$ cat config.mk
export PLATFORM = sky130hd
export DESIGN_NAME = load_store_unit_flat
export DESIGN_NICKNAME = d
export VERILOG_FILES = /design/src/rtl/lsu_if.sv /design/src/rtl/load_store_unit.sv /design/src/flat_wrapper.sv
export SDC_FILE = /design/constraint.sdc
export NUM_CORES = 1
export LEC_CHECK = 0
export ABC_AREA = 1
export CAP_MARGIN = 15
export CORE_ASPECT_RATIO = 1.4
export CORE_MARGIN = 2
export CORE_UTILIZATION = 48
export DETAILED_ROUTE_END_ITERATION = 10
export PLACE_DENSITY = 0.85
export SLEW_MARGIN = 40
export SYNTH_ARGS = -nofsm -noshare
export SYNTH_HDL_FRONTEND = slang
export SYNTH_SLANG_ARGS = --single-unit
$ cat constraint.sdc
create_clock -name clk -period 2.25 [get_ports clk]
set_clock_uncertainty 0.15 [all_clocks]
set_input_delay 0.3375 -clock clk [delete_from_list [all_inputs] [get_ports clk]]
set_output_delay 0.3375 -clock clk [all_outputs]
set_load 0.01 [all_outputs]
$ cat src/rtl/lsu_if.sv
// Request/response handshake bundle between the core memory stage and the load/store unit.
//   req_*  : request channel (valid/ready), store flag, funct3, byte address, store data
//   rsp_*  : response channel (valid/ready), load data, error flag
// Modports: master = core side, slave = load_store_unit side.
interface lsu_if;
  logic        req_valid;
  logic        req_ready;
  logic        req_we;
  logic [2:0]  req_funct3;
  logic [31:0] req_addr;
  logic [31:0] req_wdata;
  logic        rsp_valid;
  logic        rsp_ready;
  logic [31:0] rsp_rdata;
  logic        rsp_err;

  modport master (
    output req_valid, req_we, req_funct3, req_addr, req_wdata, rsp_ready,
    input  req_ready, rsp_valid, rsp_rdata, rsp_err
  );

  modport slave (
    input  req_valid, req_we, req_funct3, req_addr, req_wdata, rsp_ready,
    output req_ready, rsp_valid, rsp_rdata, rsp_err
  );
endinterface

$ cat src/rtl/load_store_unit.sv
// Load/store unit between the core memory stage and a word-wide data memory
// (combinational read, synchronous write). Handles LB/LH/LW/LBU/LHU and SB/SH/SW,
// checks alignment, extracts/extends load data and does read-modify-write for SB/SH.
// One response per accepted request.
// Ports:
//   clk, rst_n    clock (rising edge), asynchronous active-low reset
//   bus           lsu_if.slave: request/response handshake
//   mem_address   word address to data memory (from latched byte address)
//   mem_wr_en     write strobe, high only in the WRITE state
//   mem_wr_data   word to write (store data or merged word)
//   mem_rd_data   combinational read data from data memory
// Optional feature: define LSU_PERF_CNT_EN to add cnt_load/cnt_store/cnt_err,
// saturating 16-bit counters of completed responses by class.
module load_store_unit #(
  parameter int unsigned ADDR_WIDTH = 10
) (
  input  logic                  clk,
  input  logic                  rst_n,
  lsu_if.slave                  bus,
  output logic [ADDR_WIDTH-1:0] mem_address,
  output logic                  mem_wr_en,
  output logic [31:0]           mem_wr_data,
  input  logic [31:0]           mem_rd_data
`ifdef LSU_PERF_CNT_EN
  ,
  output logic [15:0]           cnt_load,
  output logic [15:0]           cnt_store,
  output logic [15:0]           cnt_err
`endif
);

  localparam int unsigned AQ_WIDTH = ADDR_WIDTH + 2;
  localparam int unsigned CNT_WIDTH = 16;

  typedef enum logic [1:0] {
    IDLE  = 2'd0,
    READ  = 2'd1,
    WRITE = 2'd2,
    RESP  = 2'd3
  } state_t;

  state_t state, state_next;

  logic                we_q;
  logic [2:0]          funct3_q;
  logic [AQ_WIDTH-1:0] addr_q;
  logic [15:0]         wdata_lo_q;
  logic [31:0]         mem_wr_data_q;
  logic                rsp_valid_q;
  logic [31:0]         rsp_rdata_q;
  logic                rsp_err_q;
  logic                req_ready_c;
  logic                req_err_c;

  // Misalignment or unsupported funct3 for the given direction.
  function automatic logic access_error(input logic we, input logic [2:0] f3,
                                        input logic [1:0] lo);
    logic err;
    err = 1'b1;
    if (we) begin
      case (f3)
        3'd0:    err = 1'b0;
        3'd1:    err = lo[0];
        3'd2:    err = |lo;
        default: err = 1'b1;
      endcase
    end else begin
      case (f3)
        3'd0, 3'd4: err = 1'b0;
        3'd1, 3'd5: err = lo[0];
        3'd2:       err = |lo;
        default:    err = 1'b1;
      endcase
    end
    return err;
  endfunction

  // Select the addressed lane and sign/zero extend to 32 bits.
  function automatic logic [31:0] extract(input logic [2:0] f3, input logic [1:0] lo,
                                          input logic [31:0] word);
    logic [7:0]  b;
    logic [15:0] h;
    logic [31:0] r;
    b = word[{lo, 3'b000} +: 8];
    h = lo[1] ? word[31:16] : word[15:0];
    case (f3)
      3'd0:    r = {{24{b[7]}}, b};
      3'd4:    r = {24'd0, b};
      3'd1:    r = {{16{h[15]}}, h};
      3'd5:    r = {16'd0, h};
      default: r = word;
    endcase
    return r;
  endfunction

  // Replace the addressed byte/half of the old word with the store data.
  function automatic logic [31:0] merge(input logic [2:0] f3, input logic [1:0] lo,
                                        input logic [31:0] old, input logic [15:0] wd);
    logic [31:0] r;
    r = old;
    if (f3 == 3'd0) begin
      r[{lo, 3'b000} +: 8] = wd[7:0];
    end else if (lo[1]) begin
      r[31:16] = wd;
    end else begin
      r[15:0] = wd;
    end
    return r;
  endfunction

  assign req_err_c = access_error(bus.req_we, bus.req_funct3, bus.req_addr[1:0]);

  // State register.
  always_ff @(posedge clk or negedge rst_n) begin
    if (!rst_n) begin
      state <= IDLE;
    end else begin
      state <= state_next;
    end
  end

  // Next-state and state-decoded strobes.
  always_comb begin
    state_next  = state;
    req_ready_c = 1'b0;
    mem_wr_en   = 1'b0;
    case (state)
      IDLE: begin
        req_ready_c = 1'b1;
        if (bus.req_valid) begin
          if (req_err_c) begin
            state_next = RESP;
          end else if (bus.req_we && (bus.req_funct3 == 3'd2)) begin
            state_next = WRITE;
          end else begin
            state_next = READ;
          end
        end
      end
      READ:  state_next = we_q ? WRITE : RESP;
      WRITE: begin
        mem_wr_en  = 1'b1;
        state_next = RESP;
      end
      RESP:  if (bus.rsp_ready) state_next = IDLE;
      default: state_next = IDLE;
    endcase
  end

  // Request capture, load result and store word. For SB/SH the old word read in
  // READ is merged straight into the write-data register used in WRITE.
  always_ff @(posedge clk or negedge rst_n) begin
    if (!rst_n) begin
      we_q          <= 1'b0;
      funct3_q      <= 3'd0;
      addr_q        <= '0;
      wdata_lo_q    <= 16'd0;
      mem_wr_data_q <= 32'd0;
      rsp_valid_q   <= 1'b0;
      rsp_rdata_q   <= 32'd0;
      rsp_err_q     <= 1'b0;
    end else begin
      rsp_valid_q <= (state_next == RESP);
      case (state)
        IDLE: begin
          if (bus.req_valid) begin
            we_q        <= bus.req_we;
            funct3_q    <= bus.req_funct3;
            addr_q      <= bus.req_addr[AQ_WIDTH-1:0];
            wdata_lo_q  <= bus.req_wdata[15:0];
            rsp_rdata_q <= 32'd0;
            rsp_err_q   <= req_err_c;
            if (bus.req_we && (bus.req_funct3 == 3'd2) && !req_err_c) begin
              mem_wr_data_q <= bus.req_wdata;
            end
          end
        end
        READ: begin
          if (we_q) begin
            mem_wr_data_q <= merge(funct3_q, addr_q[1:0], mem_rd_data, wdata_lo_q);
          end else begin
            rsp_rdata_q <= extract(funct3_q, addr_q[1:0], mem_rd_data);
          end
        end
        default: ;
      endcase
    end
  end

  assign mem_address   = addr_q[AQ_WIDTH-1:2];
  assign mem_wr_data   = mem_wr_data_q;
  assign bus.req_ready = req_ready_c;
  assign bus.rsp_valid = rsp_valid_q;
  assign bus.rsp_rdata = rsp_rdata_q;
  assign bus.rsp_err   = rsp_err_q;

`ifdef LSU_PERF_CNT_EN
  logic rsp_done_c;
  assign rsp_done_c = rsp_valid_q && bus.rsp_ready;

  // Saturating per-class counters of completed responses.
  always_ff @(posedge clk or negedge rst_n) begin
    if (!rst_n) begin
      cnt_load  <= 16'd0;
      cnt_store <= 16'd0;
      cnt_err   <= 16'd0;
    end else if (rsp_done_c) begin
      if (rsp_err_q) begin
        if (cnt_err != 16'hFFFF) cnt_err <= cnt_err + CNT_WIDTH'(1);
      end else if (we_q) begin
        if (cnt_store != 16'hFFFF) cnt_store <= cnt_store + CNT_WIDTH'(1);
      end else begin
        if (cnt_load != 16'hFFFF) cnt_load <= cnt_load + CNT_WIDTH'(1);
      end
    end
  end
`endif

endmodule

$ cat src/flat_wrapper.sv
// flat-port wrapper written by rule: the top's interface ports become plain ports
module load_store_unit_flat 
#(
  parameter int unsigned ADDR_WIDTH = 10
)
  (clk, rst_n, mem_address, mem_wr_en, mem_wr_data, mem_rd_data, bus_req_valid, bus_req_we, bus_req_funct3, bus_req_addr, bus_req_wdata, bus_rsp_ready, bus_req_ready, bus_rsp_valid, bus_rsp_rdata, bus_rsp_err);
  lsu_if bus_i ();
  input  logic clk;
  input  logic rst_n;
  output logic [ADDR_WIDTH-1:0] mem_address;
  output logic mem_wr_en;
  output logic [31:0] mem_wr_data;
  input  logic [31:0] mem_rd_data;
  input wire logic [$bits(bus_i.req_valid)-1:0] bus_req_valid;
  input wire logic [$bits(bus_i.req_we)-1:0] bus_req_we;
  input wire logic [$bits(bus_i.req_funct3)-1:0] bus_req_funct3;
  input wire logic [$bits(bus_i.req_addr)-1:0] bus_req_addr;
  input wire logic [$bits(bus_i.req_wdata)-1:0] bus_req_wdata;
  input wire logic [$bits(bus_i.rsp_ready)-1:0] bus_rsp_ready;
  output wire logic [$bits(bus_i.req_ready)-1:0] bus_req_ready;
  output wire logic [$bits(bus_i.rsp_valid)-1:0] bus_rsp_valid;
  output wire logic [$bits(bus_i.rsp_rdata)-1:0] bus_rsp_rdata;
  output wire logic [$bits(bus_i.rsp_err)-1:0] bus_rsp_err;
  assign bus_i.req_valid = bus_req_valid;
  assign bus_i.req_we = bus_req_we;
  assign bus_i.req_funct3 = bus_req_funct3;
  assign bus_i.req_addr = bus_req_addr;
  assign bus_i.req_wdata = bus_req_wdata;
  assign bus_i.rsp_ready = bus_rsp_ready;
  assign bus_req_ready = bus_i.req_ready;
  assign bus_rsp_valid = bus_i.rsp_valid;
  assign bus_rsp_rdata = bus_i.rsp_rdata;
  assign bus_rsp_err = bus_i.rsp_err;
  load_store_unit #(.ADDR_WIDTH(ADDR_WIDTH)) u_core (.clk(clk), .rst_n(rst_n), .bus(bus_i), .mem_address(mem_address), .mem_wr_en(mem_wr_en), .mem_wr_data(mem_wr_data), .mem_rd_data(mem_rd_data));
endmodule
==> flow_summary.toml <==
[synth]
synthTopCellsByCount = "364 x nand2_1, 100 x dfrtp_1, 77 x nand3_1, 65 x a21oi_1, 63 x inv_1"
synth.yosys.seq_area_share = 0.4067
syn_avg_cell_area_um2 = 6.875
synth_top_area_frac = 0.4067
yosysTopAreaCell = "dfrtp_1"
syn_nets = 1004
synth_flop_cell = "dfrtp_1"
yosysUniqueCellTypes = 31
ys_top_cells_by_area = "dfrtp_1 41%, nand2_1 22%, nand3_1 6.3%"
postSynth.asyncResetShare = 1.000
synth_edf_count = 0
synth_most_common_cell = "nand2_1"
netlist_area_um2 = 6153
ys_warn_count = 0
ys_seq_elements = 100
syn_inst = 895

[clock_tree]
cts-buffers-inserted = 9
insertion_delay_ns = 0.35
clockBufferDepth = 2
post_cts_resized = 0
post_cts_buffers = 0
root_buffer = "clkbuf_16"
cts.sinks = 100
hold_buffers = 1
htreeDepth = 3
cts_tree = "yes"
path_clk_slew_ns = 0.07

[timing]
finalSetupTns_ns = 0
final_max_slew_viol_count = 0
max_freq_ghz = 0.4826
tightest_slew_ns = 0.6706
max_slew_margin = 0.5519
fin_crit_sh = 0.9209
finalWorstSetupSlack_ns = 0.1780
hold_viol_final = 0
rsz0062_at_grt = "no"
final.min_clock_period_ns = 2.072
setup_viol = 0

[floorplanning]
rows = 48
start_util = 0.4950
core_um2 = 12430
ios = 182
die_w_um = 99.69
die_h_um = 138.0
dieArea_um2 = 13750

[place]
dp_slack_ns = 0.09686
dp_hpwl_um = 14610
numPortBuffers = 161
routabilityCongestion = 0.9691
placed_cells = 1172

[detailed_routing]
wire_per_inst_um = 16.51
drtAntennaViolNets = 0
first_iter_violations = 543
dr.pass1.iters = 6
dr_total_vias = 6501
post-route-drc-count = 0
vias_per_cell = 5.468
routed_wl_um = 19630

[setup_path]
r2r-end = "u_core.mem_wr_data[12]"
r2r_slack_ns = 0.27
end_kind = "primary output"
reg2regPathDepth = 11
required_ns = 1.76
crit_start = "u_core.state[1]"
worst-path-max-fanout = 3
worst_ep_arrival_time_ns = 1.58
rr_startpoint = "u_core.addr_q[1]"
path_class = "register to primary output"
cp-start-kind = "register"

[power_and_ir_drop]
powerDensity_nw_per_um2 = 1373
vdd.ir_drop.worst_mv = 0.7387
p_leak_uw = 0.003980

[min_path]
worstHoldPathType = "primary input to async pin"

[finish]
stdcell_count = 1189
syn2layout_area_growth_pct = 33.33
final_nets = 1143
diodes = 0
fillers = 1099
drive_above_1_share = 0.06064

[global_routing]
grt_usage = 0.2861
grt_pass1_vias = 6106
grt_pass1_wl_um = 30960
antenna_found_initial = 0
grt_max_degree = 57
overflow = 0

[flow_run]
maxCapViolations = 0

[outcome]
outcome = "complete, no violations"
==> cell type report <==
| cell class | instances | area [um2] | share of cell area |
|---|---|---|---|
| sequential | 100 | 2504 | 0.3052 |
| timing repair buffer | 188 | 1864 | 0.2272 |
| clock inverter | 6 | 93.84 | 0.01144 |
| tap | 150 | 187.7 | 0.02288 |
| multi-input combinational | 662 | 3047 | 0.3714 |
| inverter | 73 | 279.0 | 0.03401 |
| clock buffer | 10 | 229.0 | 0.02791 |
==> power breakdown <==
group	leakage, uW	internal, uW	switching, uW
Clock	0.000154	986	729
Sequential	0.00126	2600	557
Combinational	0.00257	2630	3760
Total	0.00398	6220	5050
==> logic make-up after synthesis <==
family / synth area share
AOI/OAI and AO/OA: 0.1562
adders and majority gates: 0.01017
buffers and inverters: 0.09902
DFF: 0.4067
and+or+nand+nor: 0.3280
==> cells in the final DEF, fill, tap and decap left out, drive strengths merged, types with 27 or more instances in the layout <==
master and instances:
o211ai 34, dfrtp 100, clkdlybuf4s50 160, a21oi 65, inv 74, o21ai 64, buf 27, nand3 79
nand2 367, nor2 33
==> worst max-delay path by stage <==
stage / slack (ns) / end / depth (start not counted)
2_1_floorplan: 0.18 / u_core.mem_wr_data[27] / 10
3_3_place_gp: 0.04 / u_core.bus.rsp_rdata[6] / 6
3_5_place_dp: 0.1 / u_core.bus.rsp_valid / 9
4_1_cts: 0.16 / bus_req_ready / 4
5_1_grt: 0.08 / u_core.mem_wr_data[31] / 11
6_report: 0.18 / bus_req_ready / 4
==> worst max-delay path, cell delays in order (launching register included) <==
cell	delay, ns
dfrtp_1	0.46
inv_2	0.08
nand2_1	0.09
inv_1	0.07
clkdlybuf4s50_1	0.53
==> per-layer routing <==
metal,part of all wire,vias to the layer above,track usage
met2,0.50,273,0.4876
li1,-,3156,-
met4,0.026,0,0.09361
met5,0,-,0
met1,0.42,3041,0.3875
met3,0.053,31,0.02369
==> state kept, by name, summed over array words and instances, names as in the netlist <==
register,count
u_core.bus.rsp_valid,1
u_core.bus.rsp_rdata,32
u_core.wdata_lo_q,16
u_core.addr_q,12
u_core.we_q,1
u_core.bus.rsp_err,1
u_core.state,2
u_core.mem_wr_data,32
u_core.funct3_q,3
==> metrics by stage <==
| stage | power (uW) | hold slack [ns] | instance area, um2 | util |
|---|---|---|---|---|
| 6_report | 11260 | 0.2680 | 8204 | 0.6599 |
| 4_1_cts | 11240 | 0.2563 | 8204 | 0.6599 |
| 3_3_place_gp | 9331 | 0.08870 | 7866 | 0.6328 |
| 5_1_grt | 12090 | 0.2778 | 8204 | 0.6599 |
| 2_1_floorplan | 7128 | -0.1081 | 6153 | - |
| 3_5_place_dp | 9474 | 0.09320 | 7871 | 0.6332 |
Power figures use the tool's default switching activity.
==> RTL edit 1 (same settings) <==
`ADDR_WIDTH` is set to 10 in 2 places; all go to 12.
--- a/src/rtl/load_store_unit.sv
+++ b/src/rtl/load_store_unit.sv
@@ -12,7 +12,7 @@
 // Optional feature: define LSU_PERF_CNT_EN to add cnt_load/cnt_store/cnt_err,
 // saturating 16-bit counters of completed responses by class.
 module load_store_unit #(
-  parameter int unsigned ADDR_WIDTH = 10
+  parameter int unsigned ADDR_WIDTH = 12
 ) (
   input  logic                  clk,
   input  logic                  rst_n,
--- a/src/flat_wrapper.sv
+++ b/src/flat_wrapper.sv
@@ -1,7 +1,7 @@
 // flat-port wrapper written by rule: the top's interface ports become plain ports
 module load_store_unit_flat 
 #(
-  parameter int unsigned ADDR_WIDTH = 10
+  parameter int unsigned ADDR_WIDTH = 12
 )
   (clk, rst_n, mem_address, mem_wr_en, mem_wr_data, mem_rd_data, bus_req_valid, bus_req_we, bus_req_funct3, bus_req_addr, bus_req_wdata, bus_rsp_ready, bus_req_ready, bus_rsp_valid, bus_rsp_rdata, bus_rsp_err);
   lsu_if bus_i ();
Interface: changed (resized mem_address); port bits go from 182 to 184. The function was not compared with the original's and may differ.
==> RTL edit 1 against the unedited design <==
Final area grew 0.82%; fmax grew 0.14%; largest power group unchanged; worst setup slack gained 0.0028 ns; worst hold slack lost 0.033 ns; combinational power grew 3.3%; core utilization shrank 1.1 points; synthesized area grew 1.1%; sequential power grew 2%; register-to-register slack lost 0.09 ns; power grew 1.3%; sequential cell count grew 2; via count grew 0.29%; routed wire length shrank 2.9%; largest cell class unchanged.
==> RTL edit 1: results (changes against the unedited design) <==
power.density_nw_per_um2: 1380  # +0.52%
clkTransAtPathRegs_ns: 0.07  # about the same
cts-buffers-inserted: 9  # unchanged
fmax_ghz: 0.483  # +0.14%
vias: 6520  # +0.29%
status: "completed"
preCtsSetupSlack_ns: 0.164  # +0.0675 ns
cts_hold_buf: 1  # unchanged
placed_area_um2: 7960  # +1.2%
p_switching_mw: 5.10  # +0.99%
critical_path.startpoint: "u_core.addr_q[0]"
syn_inst: 871  # -2.7%
grt_pass1_wl_um: 30500  # -1.6%
post_drt_via_cell_ratio: 5.57  # +1.9%
holdWs_ns: 0.235  # -0.0325 ns
worst_pin_slew_ns: 0.677  # +0.00682 ns
netlist_top_cells_area: "dfrtp_1, nand2_1, nand3_1, o21ai_0, a21oi_1"
layout.nets: 1121  # -1.9%
port_buffers: 165  # +2.5%
cp-endpoint: "u_core.mem_wr_data[0]"
crit_arrival_ns: 2.21  # +0.63 ns
path_max_fanout: 12  # +9
r2r_cells: 9  # -2
irDropWorstVdd_mv: 0.631  # -15%
grt_max_degree: 54  # -5.3%
grt_pass1_vias: 6074  # -0.52%
synth-seq-area-share_pct: 41.0  # +0.35 points
slowest_stage: "dfrtp_1"
power_leakage_nw: 3.97  # -0.26%
syn_nets: 980  # -2.4%
drt-initial-drc-count: 544  # +0.18%
seq_power_mw: 3.21  # +2%
drt_wl_total_um: 19100  # -2.9%
path_delay_family: "simple AND/OR/NAND/NOR gates"
yosys-top-cells-count: "nand2_1, dfrtp_1, nand3_1, o21ai_0, inv_1"
drive_above_1_share_pct: 7.47  # +1.4 points
power_frac_clock_pct: 14.1  # -1.1 points
place_congestion: 0.981  # +1.2%
max_stage_delay_ns: 0.39  # -0.14 ns
grt_use_total_pct: 27.5  # -1.1 points
place_inst: 1153  # -1.6%
swShare_pct: 44.6  # -0.16 points
dp_hpwl_um: 13900  # -4.7%
reg2reg_slack_ns: 0.18  # -0.09 ns
fillers: 1123  # +2.2%
==> RTL edit 1: changes by cell type after synthesis, sizes merged, moves of 4 or more <==
| cell | delta |
|---|---|
| nand2 | -16 |
| a21oi | -12 |
| o211ai | +9 |
| nor3 | -4 |
| o21ai | +4 |
| o2111ai | +7 |
| buf | +4 |
| inv | -12 |
==> RTL edit 1: cell families after synthesis <==
group	share of synthesized area (%)
compound gates	17.5
simple gates	30.7
flops	41.0
fa+ha+maj	1.01
buf+inv	9.79
==> RTL edit 1: layer usage <==
metal	GRT usage (%)	vias to the layer above	wire (µm)
met3	2.97	54	1260
met5	0	-	0
met2	43.7	307	9300
li1	-	3118	-
met1	36.7	3041	7710
met4	14.3	0	795
==> RTL edit 1: area by class of cell <==
class                   instances  share of cell area, %
clock buffers                  10                   2.77
clock inverters                 6                  0.832
inverters                      61                   2.80
multi-input cells             645                   37.0
flip-flops and latches        102                   30.9
well taps                     153                   2.31
repair buffers                193                   23.4
==> RTL edit 2 (same flow settings) <==
Made on the original files. Encoding of `state_t`: now Gray code (2 bits for 4 states).
--- a/src/rtl/load_store_unit.sv
+++ b/src/rtl/load_store_unit.sv
@@ -33,10 +33,10 @@
   localparam int unsigned CNT_WIDTH = 16;
 
   typedef enum logic [1:0] {
-    IDLE  = 2'd0,
-    READ  = 2'd1,
-    WRITE = 2'd2,
-    RESP  = 2'd3
+    IDLE  = 2'b00,
+    READ  = 2'b01,
+    WRITE = 2'b11,
+    RESP  = 2'b10
   } state_t;
 
   state_t state, state_next;
Formal check against the unedited RTL: no difference found for any inputs over 4 cycles, from zero or initial values and one cycle with rst_n low; so few cycles prove little.
==> RTL edit 2 against the unedited design <==
Combinational power is 12% lower; worst setup slack better by 0.080 ns; sequential share of layout area hardly changed; power is 8.4% lower; final area hardly changed; synthesized area is 1.2% higher; routed wire length is 3.6% lower; sequential cell count stayed put; critical endpoint is now u_core.mem_wr_data[15]; highest routed layer unchanged.
==> RTL edit 2: results (changes against the unedited design) <==
status: "completed"
place_congestion: 0.934  # -3.6%
grt_max_degree: 46  # -19%
irDropWorstVdd_mv: 0.628  # -15%
power.density_nw_per_um2: 1260  # -8.5%
slowest_stage: "dfrtp_2"
pwr.group.clock_mw: 1.59  # -7%
placed_area_um2: 7890  # +0.25%
grt_pass1_vias: 5981  # -2.0%
crit_arrival_ns: 2.13  # +0.55 ns
yosys-top-cells-count: "nand2_1, dfrtp_1, nand3_1, inv_1, a21oi_1"
path_delay_family: "simple AND/OR/NAND/NOR gates"
combPwrFrac_pct: 54.4  # -2.4 points
drt_wl_total_um: 18900  # -3.6%
crit_type: "flop to flop"
holdWs_ns: 0.330  # +0.0615 ns
drt-initial-drc-count: 535  # -1.5%
dr.pass1.iters: 5  # -1
grt_use_total_pct: 27.0  # -1.6 points
dp_hpwl_um: 13900  # -5.1%
relSlewSlack_pct: 49.5  # -5.7 points
syn_nets: 1036  # +3.2%
power_leakage_nw: 4.13  # +3.7%
synth-seq-area-share_pct: 40.2  # -0.47 points
grt_pass1_wl_um: 29900  # -3.4%
netlist_top_cells_area: "dfrtp_1, nand2_1, nand3_1, a21oi_1, o211ai_1"
path_max_fanout: 16  # +13
drive_above_1_share_pct: 5.63  # -0.44 points
## RTL edit 2: cell types whose count changed in the layout (fill, tap and decap cells not counted), moves of 4 or more
cell / delta
nor2_1: +8
nand2_1: +58
o31ai_1: -4
inv_1: -7
nand3_1: +7
a21oi_1: -11
o21ai_0: -14
nand4_1: +14
o21ai_1: -13
## RTL edit 2: repair_timing
action	in CTS	in global routing
endpoints found under the hold margin	28	0
buffers inserted	0	0
hold buffers	1	0
## RTL edit 2: final cells by class
| type | count | area [µm²] |
|---|---|---|
| Fill cell | 1150 | 4540 |
| Multi-Input combinational cell | 702 | 3150 |
| Sequential cell | 100 | 2500 |
| Timing Repair Buffer | 187 | 1830 |
| Inverter | 61 | 229 |
| Clock buffer | 9 | 225 |
| Tap cell | 153 | 191 |
| Clock inverter | 7 | 81.3 |
## RTL edit 2: per-layer routing
metal,global-route usage (%),vias up,routed length [µm]
li1,-,3241,-
met4,12.0,0,728
met3,3.78,38,1230
met5,0,-,0
met2,44.4,253,9190
met1,35.1,2999,7780
